`src/rtl/mem_stage_ctrl_pkg.sv`:
```
// mem_stage_pkg: shared state, op and access-size encodings for the memory stage
package mem_stage_pkg;
  typedef enum logic [1:0] {IDLE, ACCESS, CLEAN, HOLD} state_t;
  typedef enum logic [1:0] {OP_NONE, OP_READ, OP_WRITE, OP_CLEAN} op_t;
  localparam logic [1:0] SZ_B = 2'd0;
  localparam logic [1:0] SZ_H = 2'd1;
  localparam logic [1:0] SZ_W = 2'd2;
  localparam logic [1:0] SZ_D = 2'd3;
endpackage

```
`src/rtl/mem_stage_ctrl_if.sv`:
```
// mem_stage_ctrl_if: data-cache request/response bus between the memory stage and the cache
interface mem_stage_ctrl_if #(parameter int XLEN = 64, parameter int AW = 64);
  logic            read_en;
  logic            write_en;
  logic            clean_en;
  logic [AW-1:0]   addr;
  logic [1:0]      size;
  logic [XLEN-1:0] wdata;
  logic            done;
  logic [XLEN-1:0] rdata;
  logic            clean_done;
  logic            snoop_stall;
  modport master(output read_en, write_en, clean_en, addr, size, wdata, input done, rdata, clean_done, snoop_stall);
  modport slave(input read_en, write_en, clean_en, addr, size, wdata, output done, rdata, clean_done, snoop_stall);
endinterface

```
`src/rtl/mem_load_extend.sv`:
```
// mem_load_extend: truncates LSB-aligned load data to the access size and sign/zero-extends it
module mem_load_extend import mem_stage_pkg::*; #(parameter int XLEN = 64) (
  input  logic [1:0]      size,
  input  logic            uns,
  input  logic [XLEN-1:0] raw,
  output logic [XLEN-1:0] ext
);
  logic [6:0] w, sh;
  logic [XLEN-1:0] t;
  logic signed [XLEN-1:0] s;
  // shift the field to the top, then shift back arithmetically or logically
  always_comb begin
    w = size == SZ_B ? 7'd8 : size == SZ_H ? 7'd16 : size == SZ_W ? 7'd32 : 7'd64;
    sh = w >= 7'(XLEN) ? 7'd0 : 7'(XLEN) - w;
    t = raw << sh;
    s = $signed(t) >>> sh;
    ext = uns ? t >> sh : s;
  end
endmodule

```
`src/rtl/mem_stage_ctrl.sv`:
```
// mem_stage_ctrl: registered valid/ready memory-stage controller driving the data cache
module mem_stage_ctrl import mem_stage_pkg::*; #(parameter int XLEN = 64, parameter int AW = 64) (
  input  logic            clk,
  input  logic            reset,
  input  logic            in_valid,
  output logic            in_ready,
  input  logic            in_read,
  input  logic            in_write,
  input  logic            in_clean,
  input  logic [1:0]      in_size,
  input  logic            in_unsigned,
  input  logic [AW-1:0]   in_addr,
  input  logic [XLEN-1:0] in_wdata,
  mem_stage_ctrl_if.master dc,
  output logic            out_valid,
  input  logic            out_ready,
  output logic [XLEN-1:0] out_data,
  output logic            out_misaligned
);
  state_t state, state_n;
  op_t op, op_n, req_op;
  logic uns, accept, mis, mis_n, rd_n, wr_n, cl_n;
  logic [AW-1:0] mask;
  logic [XLEN-1:0] ext, data_n;
  assign in_ready = state == IDLE && !dc.snoop_stall;
  assign accept = in_valid && in_ready;
  assign req_op = in_read ? OP_READ : in_write ? OP_WRITE : in_clean ? OP_CLEAN : OP_NONE;
  assign mask = AW'((4'd1 << in_size) - 4'd1);
  assign mis = (req_op == OP_READ || req_op == OP_WRITE) &&
               ((in_addr & mask) != '0 || (in_size == SZ_D && XLEN == 32));
  mem_load_extend #(.XLEN(XLEN)) u_ext (
    .size(dc.size),
    .uns (uns),
    .raw (dc.rdata),
    .ext (ext)
  );
  always_comb begin
    state_n = state;
    op_n = op;
    data_n = out_data;
    mis_n = out_misaligned;
    case (state)
      IDLE: if (accept) begin
        op_n = req_op;
        data_n = '0;
        mis_n = mis;
        state_n = (mis || req_op == OP_NONE) ? HOLD : req_op == OP_CLEAN ? CLEAN : ACCESS;
      end
      ACCESS: if (dc.done) begin
        state_n = HOLD;
        data_n = op == OP_READ ? ext : '0;
      end
      CLEAN: if (dc.clean_done) begin
        state_n = HOLD;
        data_n = '0;
      end
      HOLD: if (out_ready) begin
        state_n = IDLE;
        data_n = '0;
        mis_n = 1'b0;
      end
      default: state_n = IDLE;
    endcase
    rd_n = state_n == ACCESS && op_n == OP_READ;
    wr_n = state_n == ACCESS && op_n == OP_WRITE;
    cl_n = state_n == CLEAN;
  end
  always_ff @(posedge clk) begin
    if (reset) begin
      state <= IDLE;
      op <= OP_NONE;
      uns <= 1'b0;
      dc.read_en <= 1'b0;
      dc.write_en <= 1'b0;
      dc.clean_en <= 1'b0;
      dc.addr <= '0;
      dc.size <= '0;
      dc.wdata <= '0;
      out_valid <= 1'b0;
      out_data <= '0;
      out_misaligned <= 1'b0;
    end else begin
      state <= state_n;
      op <= op_n;
      dc.read_en <= rd_n;
      dc.write_en <= wr_n;
      dc.clean_en <= cl_n;
      out_valid <= state_n == HOLD;
      out_data <= data_n;
      out_misaligned <= mis_n;
      if (accept) begin
        uns <= in_unsigned;
        dc.addr <= in_addr;
        dc.size <= in_size;
        dc.wdata <= in_wdata;
      end
    end
  end
endmodule
```
`src/flat_wrapper.sv`:
```
// flat-port wrapper written by rule: the top's interface ports become plain ports
module mem_stage_ctrl_flat import mem_stage_pkg::*;
#(parameter int XLEN = 64, parameter int AW = 64)
  (clk, reset, in_valid, in_ready, in_read, in_write, in_clean, in_size, in_unsigned, in_addr, in_wdata, out_valid, out_ready, out_data, out_misaligned, dc_read_en, dc_write_en, dc_clean_en, dc_addr, dc_size, dc_wdata, dc_done, dc_rdata, dc_clean_done, dc_snoop_stall);
  mem_stage_ctrl_if #(.XLEN(XLEN), .AW(AW)) dc_i ();
  input  logic clk;
  input  logic reset;
  input  logic in_valid;
  output logic in_ready;
  input  logic in_read;
  input  logic in_write;
  input  logic in_clean;
  input  logic [1:0] in_size;
  input  logic in_unsigned;
  input  logic [AW-1:0] in_addr;
  input  logic [XLEN-1:0] in_wdata;
  output logic out_valid;
  input  logic out_ready;
  output logic [XLEN-1:0] out_data;
  output logic out_misaligned;
  output wire logic [$bits(dc_i.read_en)-1:0] dc_read_en;
  output wire logic [$bits(dc_i.write_en)-1:0] dc_write_en;
  output wire logic [$bits(dc_i.clean_en)-1:0] dc_clean_en;
  output wire logic [$bits(dc_i.addr)-1:0] dc_addr;
  output wire logic [$bits(dc_i.size)-1:0] dc_size;
  output wire logic [$bits(dc_i.wdata)-1:0] dc_wdata;
  input wire logic [$bits(dc_i.done)-1:0] dc_done;
  input wire logic [$bits(dc_i.rdata)-1:0] dc_rdata;
  input wire logic [$bits(dc_i.clean_done)-1:0] dc_clean_done;
  input wire logic [$bits(dc_i.snoop_stall)-1:0] dc_snoop_stall;
  assign dc_read_en = dc_i.read_en;
  assign dc_write_en = dc_i.write_en;
  assign dc_clean_en = dc_i.clean_en;
  assign dc_addr = dc_i.addr;
  assign dc_size = dc_i.size;
  assign dc_wdata = dc_i.wdata;
  assign dc_i.done = dc_done;
  assign dc_i.rdata = dc_rdata;
  assign dc_i.clean_done = dc_clean_done;
  assign dc_i.snoop_stall = dc_snoop_stall;
  mem_stage_ctrl #(.XLEN(XLEN), .AW(AW)) u_core (.clk(clk), .reset(reset), .in_valid(in_valid), .in_ready(in_ready), .in_read(in_read), .in_write(in_write), .in_clean(in_clean), .in_size(in_size), .in_unsigned(in_unsigned), .in_addr(in_addr), .in_wdata(in_wdata), .dc(dc_i), .out_valid(out_valid), .out_ready(out_ready), .out_data(out_data), .out_misaligned(out_misaligned));
endmodule
```
`config.mk`:
```
export PLATFORM = sky130hd
export DESIGN_NAME = mem_stage_ctrl_flat
export DESIGN_NICKNAME = d
export VERILOG_FILES = /design/src/rtl/mem_stage_ctrl_pkg.sv /design/src/rtl/mem_stage_ctrl_if.sv /design/src/rtl/mem_load_extend.sv /design/src/rtl/mem_stage_ctrl.sv /design/src/flat_wrapper.sv
export SDC_FILE = /design/constraint.sdc
export NUM_CORES = 1
export LEC_CHECK = 0
export BUFFER_PORTS_ARGS = -buffer_cell sky130_fd_sc_hd__buf_2
export CORE_UTILIZATION = 30
export CTS_BUF_LIST = sky130_fd_sc_hd__clkbuf_2
export CTS_CLUSTER_DIAMETER = 80
export CTS_CLUSTER_SIZE = 30
export DETAILED_ROUTE_END_ITERATION = 7
export PLACE_DENSITY = 0.59
export SETUP_SLACK_MARGIN = 0.05
export SLEW_MARGIN = 10
export SYNTH_ARGS = -nofsm -noshare
export SYNTH_HDL_FRONTEND = slang
export SYNTH_SLANG_ARGS = --single-unit
```
`constraint.sdc`:
```
create_clock -name clk -period 2.2 [get_ports clk]
set_input_delay 0.22 -clock clk [delete_from_list [all_inputs] [get_ports clk]]
set_output_delay 0.22 -clock clk [all_outputs]
set_load 0.05 [all_outputs]
```
==> results of run 1 <==
## Yosys cell counts, types with 2 or more instances
library cell	count	share of area
buf_6	11	0.016
a22oi_1	8	0.0077
ha_1	5	0.0080
a21oi_1	190	0.12
clkbuf_1	38	0.018
nor3_2	3	0.0038
nor3b_1	2	0.0019
a31oi_1	4	0.0032
nor4_2	2	0.0032
o21ai_0	10	0.0064
nand3_1	3	0.0019
nor2b_1	2	0.0016
a2bb2oi_1	17	0.019
buf_4	2	0.0019
and2_1	12	0.0096
o21ai_1	28	0.018
nand2_1	312	0.15
nor4_1	10	0.0080
buf_2	23	0.015
mux2i_1	2	0.0026
inv_1	13	0.0062
nor3b_2	2	0.0032
nand2b_1	9	0.0072
nor2_1	35	0.017
nand4_1	2	0.0016
nor3_1	5	0.0032
dfxtp_1	204	0.52
## metrics by stage
| step | instances | setup slack (ns) | hold slack [ns] | utilization |
|---|---|---|---|---|
| 2_1_floorplan | 974 | 0.0809 | 0.346 | - |
| 3_3_place_gp | 1664 | 0.0627 | 0.430 | 0.402 |
| 3_5_place_dp | 1664 | 0.121 | 0.436 | 0.402 |
## logic make-up after synthesis
logic type / Yosys count / share of synthesized area
simple gates: 404 / 0.217
compound gates: 270 / 0.192
mux: 3 / 0.00542
fa+ha+maj: 5 / 0.00798
buf+inv: 88 / 0.0573
flops: 204 / 0.521
==> metrics.cfg, run 1 <==
[clock_tree]
htreeDepth=1
cts_setup_buffers=0
clock-root-buffer=clkbuf_2
cts_buffers=14
cts_num_sinks=204
ctsHoldBuffers=338
cts_resized=2
cts_max_path_buffers=3

[run_status]
haltStage=clock tree synthesis
run.stop_error=[ERROR RSZ-0060] Max buffer count reached.
status=did not finish

[synth]
synthFlopType=dfxtp_1
async_flop_share=0
yosysWarningCount=0
syn_area_per_cell_um2=8.05
synth_edf_count=0
synth_cells=974
ys_types=47
synth_nets=1184
syn_area_um2=7840
synth_seq_cells=204
ys_seq_area_frac=0.521

[die]
num_rows=58
initial_core_util=0.309
fp.dieH_um=164
die_x_um=164
ioPinCount=405

[place]
hpwlAfterDp_um=19700
gp_congestion=0.789
placed_cell_area_um2=10200
portBuffers=404

==> run 2: changes to the inputs <==
--- a/config.mk
+++ b/config.mk
@@ -6,13 +6,9 @@
 export NUM_CORES = 1
 export LEC_CHECK = 0
 export BUFFER_PORTS_ARGS = -buffer_cell sky130_fd_sc_hd__buf_2
-export CORE_UTILIZATION = 30
-export CTS_BUF_LIST = sky130_fd_sc_hd__clkbuf_2
-export CTS_CLUSTER_DIAMETER = 80
-export CTS_CLUSTER_SIZE = 30
+export CORE_UTILIZATION = 20
 export DETAILED_ROUTE_END_ITERATION = 7
-export PLACE_DENSITY = 0.59
-export SETUP_SLACK_MARGIN = 0.05
+export PLACE_DENSITY_LB_ADDON = 0.15
 export SLEW_MARGIN = 10
 export SYNTH_ARGS = -nofsm -noshare
 export SYNTH_HDL_FRONTEND = slang
==> constraint.sdc (replaced) <==
create_clock -name clk -period 2.86 [get_ports clk]
set_input_delay 0.286 -clock clk [delete_from_list [all_inputs] [get_ports clk]]
set_output_delay 0.286 -clock clk [all_outputs]
set_load 0.05 [all_outputs]
==> run 2 against run 1 <==
Effect of this change: the flow now finishes without violations; synthesized cell count is the same; synthesized area is the same.
==> metrics.cfg, run 2 <==
[detailed_routing]
drcViolationCount=0
avgRoutedWirePerCell_um=15.3
firstDrtPassIters=4
drtIter0Drc=335
wl_um=31200
antenna_left=0
drt-vias-per-instance=4.18
dr_total_vias=8524

[synth]
ys_seq_area_frac=0.521
synthFlopType=dfxtp_1
synth_cells=974
yosysWarningCount=0
synth_area_leaders=dfxtp_1 52%, nand2_1 15%, a21oi_1 12%
syn_area_um2=7840
synth_top_area_frac=0.521
ys_top_cells_by_count=312 x nand2_1, 204 x dfxtp_1, 190 x a21oi_1
async_flop_share=0
synth_nets=1184
syn_area_per_cell_um2=8.05
yosysTopAreaCell=dfxtp_1
synth_edf_count=0
ys_types=47
synth.most_common_cell=nand2_1
synth_seq_cells=204

[min_path]
hp-class=in2reg

[sta]
slew_violations=0
fin_tns_setup_ns=0
finalCriticalPeriod_ns=2.26
setup_viol=0
grt_setup_unrepaired=false
fmax_ghz=0.443
min_period_over_period=0.789
slew_headroom=0.481
skew_ns=0.0179
hold_viol=0
tightest_slew_ns=0.773

[clock_tree]
cts.clk_slew.worst_paths_ns=0.06
cts_buffers=27
clock-root-buffer=clkbuf_16
cts_num_sinks=204
cts_tree=built
cts_max_path_buffers=3
htreeDepth=1
insertion_delay_ns=0.55

[cells_and_area]
num-fill-cells=4163
final_common_cell=buf_2
nNetsFinal=1712
reg.largest.list=u_core.dc.addr x64, u_core.dc.wdata x64, u_core.out_data x64
final_cell_mix=403 x buf_2, 312 x nand2_1, 204 x dfxtp_1, 190 x a21oi_1, 153 x dlygate4sd3_1
syn_to_final_growth_pct=62.6
drive_above_1_share=0.313

[place]
portBuffers=404
gp_congestion=0.743
hpwlAfterDp_um=21500

[critical_path]
cp.arrival_ns=2.73
worst-setup-path-type=in2reg
ff2ff_setup_slack_ns=0.70
worstPathRequired_ns=3.33
cp_max_fo=5
critPathCaptureType=flop
start_kind=input port

[pwr]
seq_power_share=0.378
swShare=0.300
power_switching_w=0.00243
finalPower_w=0.00809
power_density_nw_per_um2=634
p_leak_nw=5.67
comb_power_share=0.193
ir_worst_vdd_mv=0.390
p_clk_frac=0.429
internal-power_w=0.00566

[grt]
grt_overflow=0
grtUsageTotal=0.149
antenna_found_initial=8
grt_pass1_wl_um=46500
grt_pass1_vias=8170
grt_max_degree=133

[die]
num_rows=72
fp.dieH_um=200
die_area_um2=40000
die_x_um=200
ioPinCount=405
initial_core_util=0.203
core_area_um2=38600

[job]
maxCapViolCount=0

[run_status]
status=complete, no violations

run 2: cell families (layout without fill, tap and decap cells):
family / count (synthesis) / count (layout) / synth area share
mux: 3 / 3 / 0.00542
simple gates: 404 / 404 / 0.217
flops: 204 / 204 / 0.521
other cells: 0 / 4 / 0
fa+ha+maj: 5 / 5 / 0.00798
buf+inv: 88 / 631 / 0.0573
compound gates: 270 / 270 / 0.192
run 2: routing by layer:
metal | part of all wire | global-route usage | vias to the layer above
li1 | - | - | 4307
met4 | 0.025 | 0.0413 | 8
met3 | 0.085 | 0.0528 | 48
met2 | 0.47 | 0.248 | 266
met1 | 0.42 | 0.180 | 3895
met5 | 0.0018 | 0 | -
run 2: metrics by stage:
stage | std cells | area, µm² | hold slack [ns] | utilization | setup slack (ns)
2_1_floorplan | 974 | 7840 | 0.422 | - | 0.346
3_3_place_gp | 1838 | 10300 | 0.429 | 0.267 | 0.376
3_5_place_dp | 1838 | 10300 | 0.436 | 0.267 | 0.451
4_1_cts | 2035 | 12700 | 0.00217 | 0.330 | 0.516
5_1_grt | 2036 | 12700 | 0.0315 | 0.330 | 0.444
6_report | 2039 | 12800 | 0.0393 | 0.330 | 0.603
run 2: critical path, stage by stage:
cell           delay (ns)
dlygate4sd3_1        0.54
buf_2                0.14
nor4_1               0.56
a41oi_1              0.35
or3_1                0.43
o21ai_2              0.23
nor3b_2              0.19
run 2: cell type report:
type,instances,area [µm²],area share
multi-input cells,682,3330,0.261
flip-flops and latches,204,4080,0.320
diodes,4,10.0,0.000785
clock buffers,39,791,0.0620
repair buffers,574,3740,0.293
inverters,13,48.8,0.00383
well taps,518,648,0.0508
clock inverters,5,106,0.00834
run 2: power groups by stage:
stage	sequential (W)	clock (W)	combinational, W
2_1_floorplan	0.00353	0	0.000537
3_3_place_gp	0.00311	0	0.00141
3_5_place_dp	0.00312	0	0.00141
4_1_cts	0.00305	0.00363	0.00158
5_1_grt	0.00307	0.00371	0.00169
6_report	0.00305	0.00347	0.00156
run 2: path summary, 6_finish.rpt:
kind,start,endpoint,cells past startpoint
worst max register to register,u_core.state[1],u_core.out_data[15],5
worst max-delay path,in_addr[63],u_core.dc.read_en,7
worst min register to register,u_core.out_data[48],u_core.out_data[48],2
worst min-delay path,dc_rdata[7],u_core.out_data[7],3
run 2: repair_timing:
action | 4_1_cts | 5_1_grt
hold buffers | 153 | 0
hold endpoints to repair | 153 | 0
resized for setup | 0 | 0
buffers inserted | 0 | 0
Power figures use the tool's default switching activity.
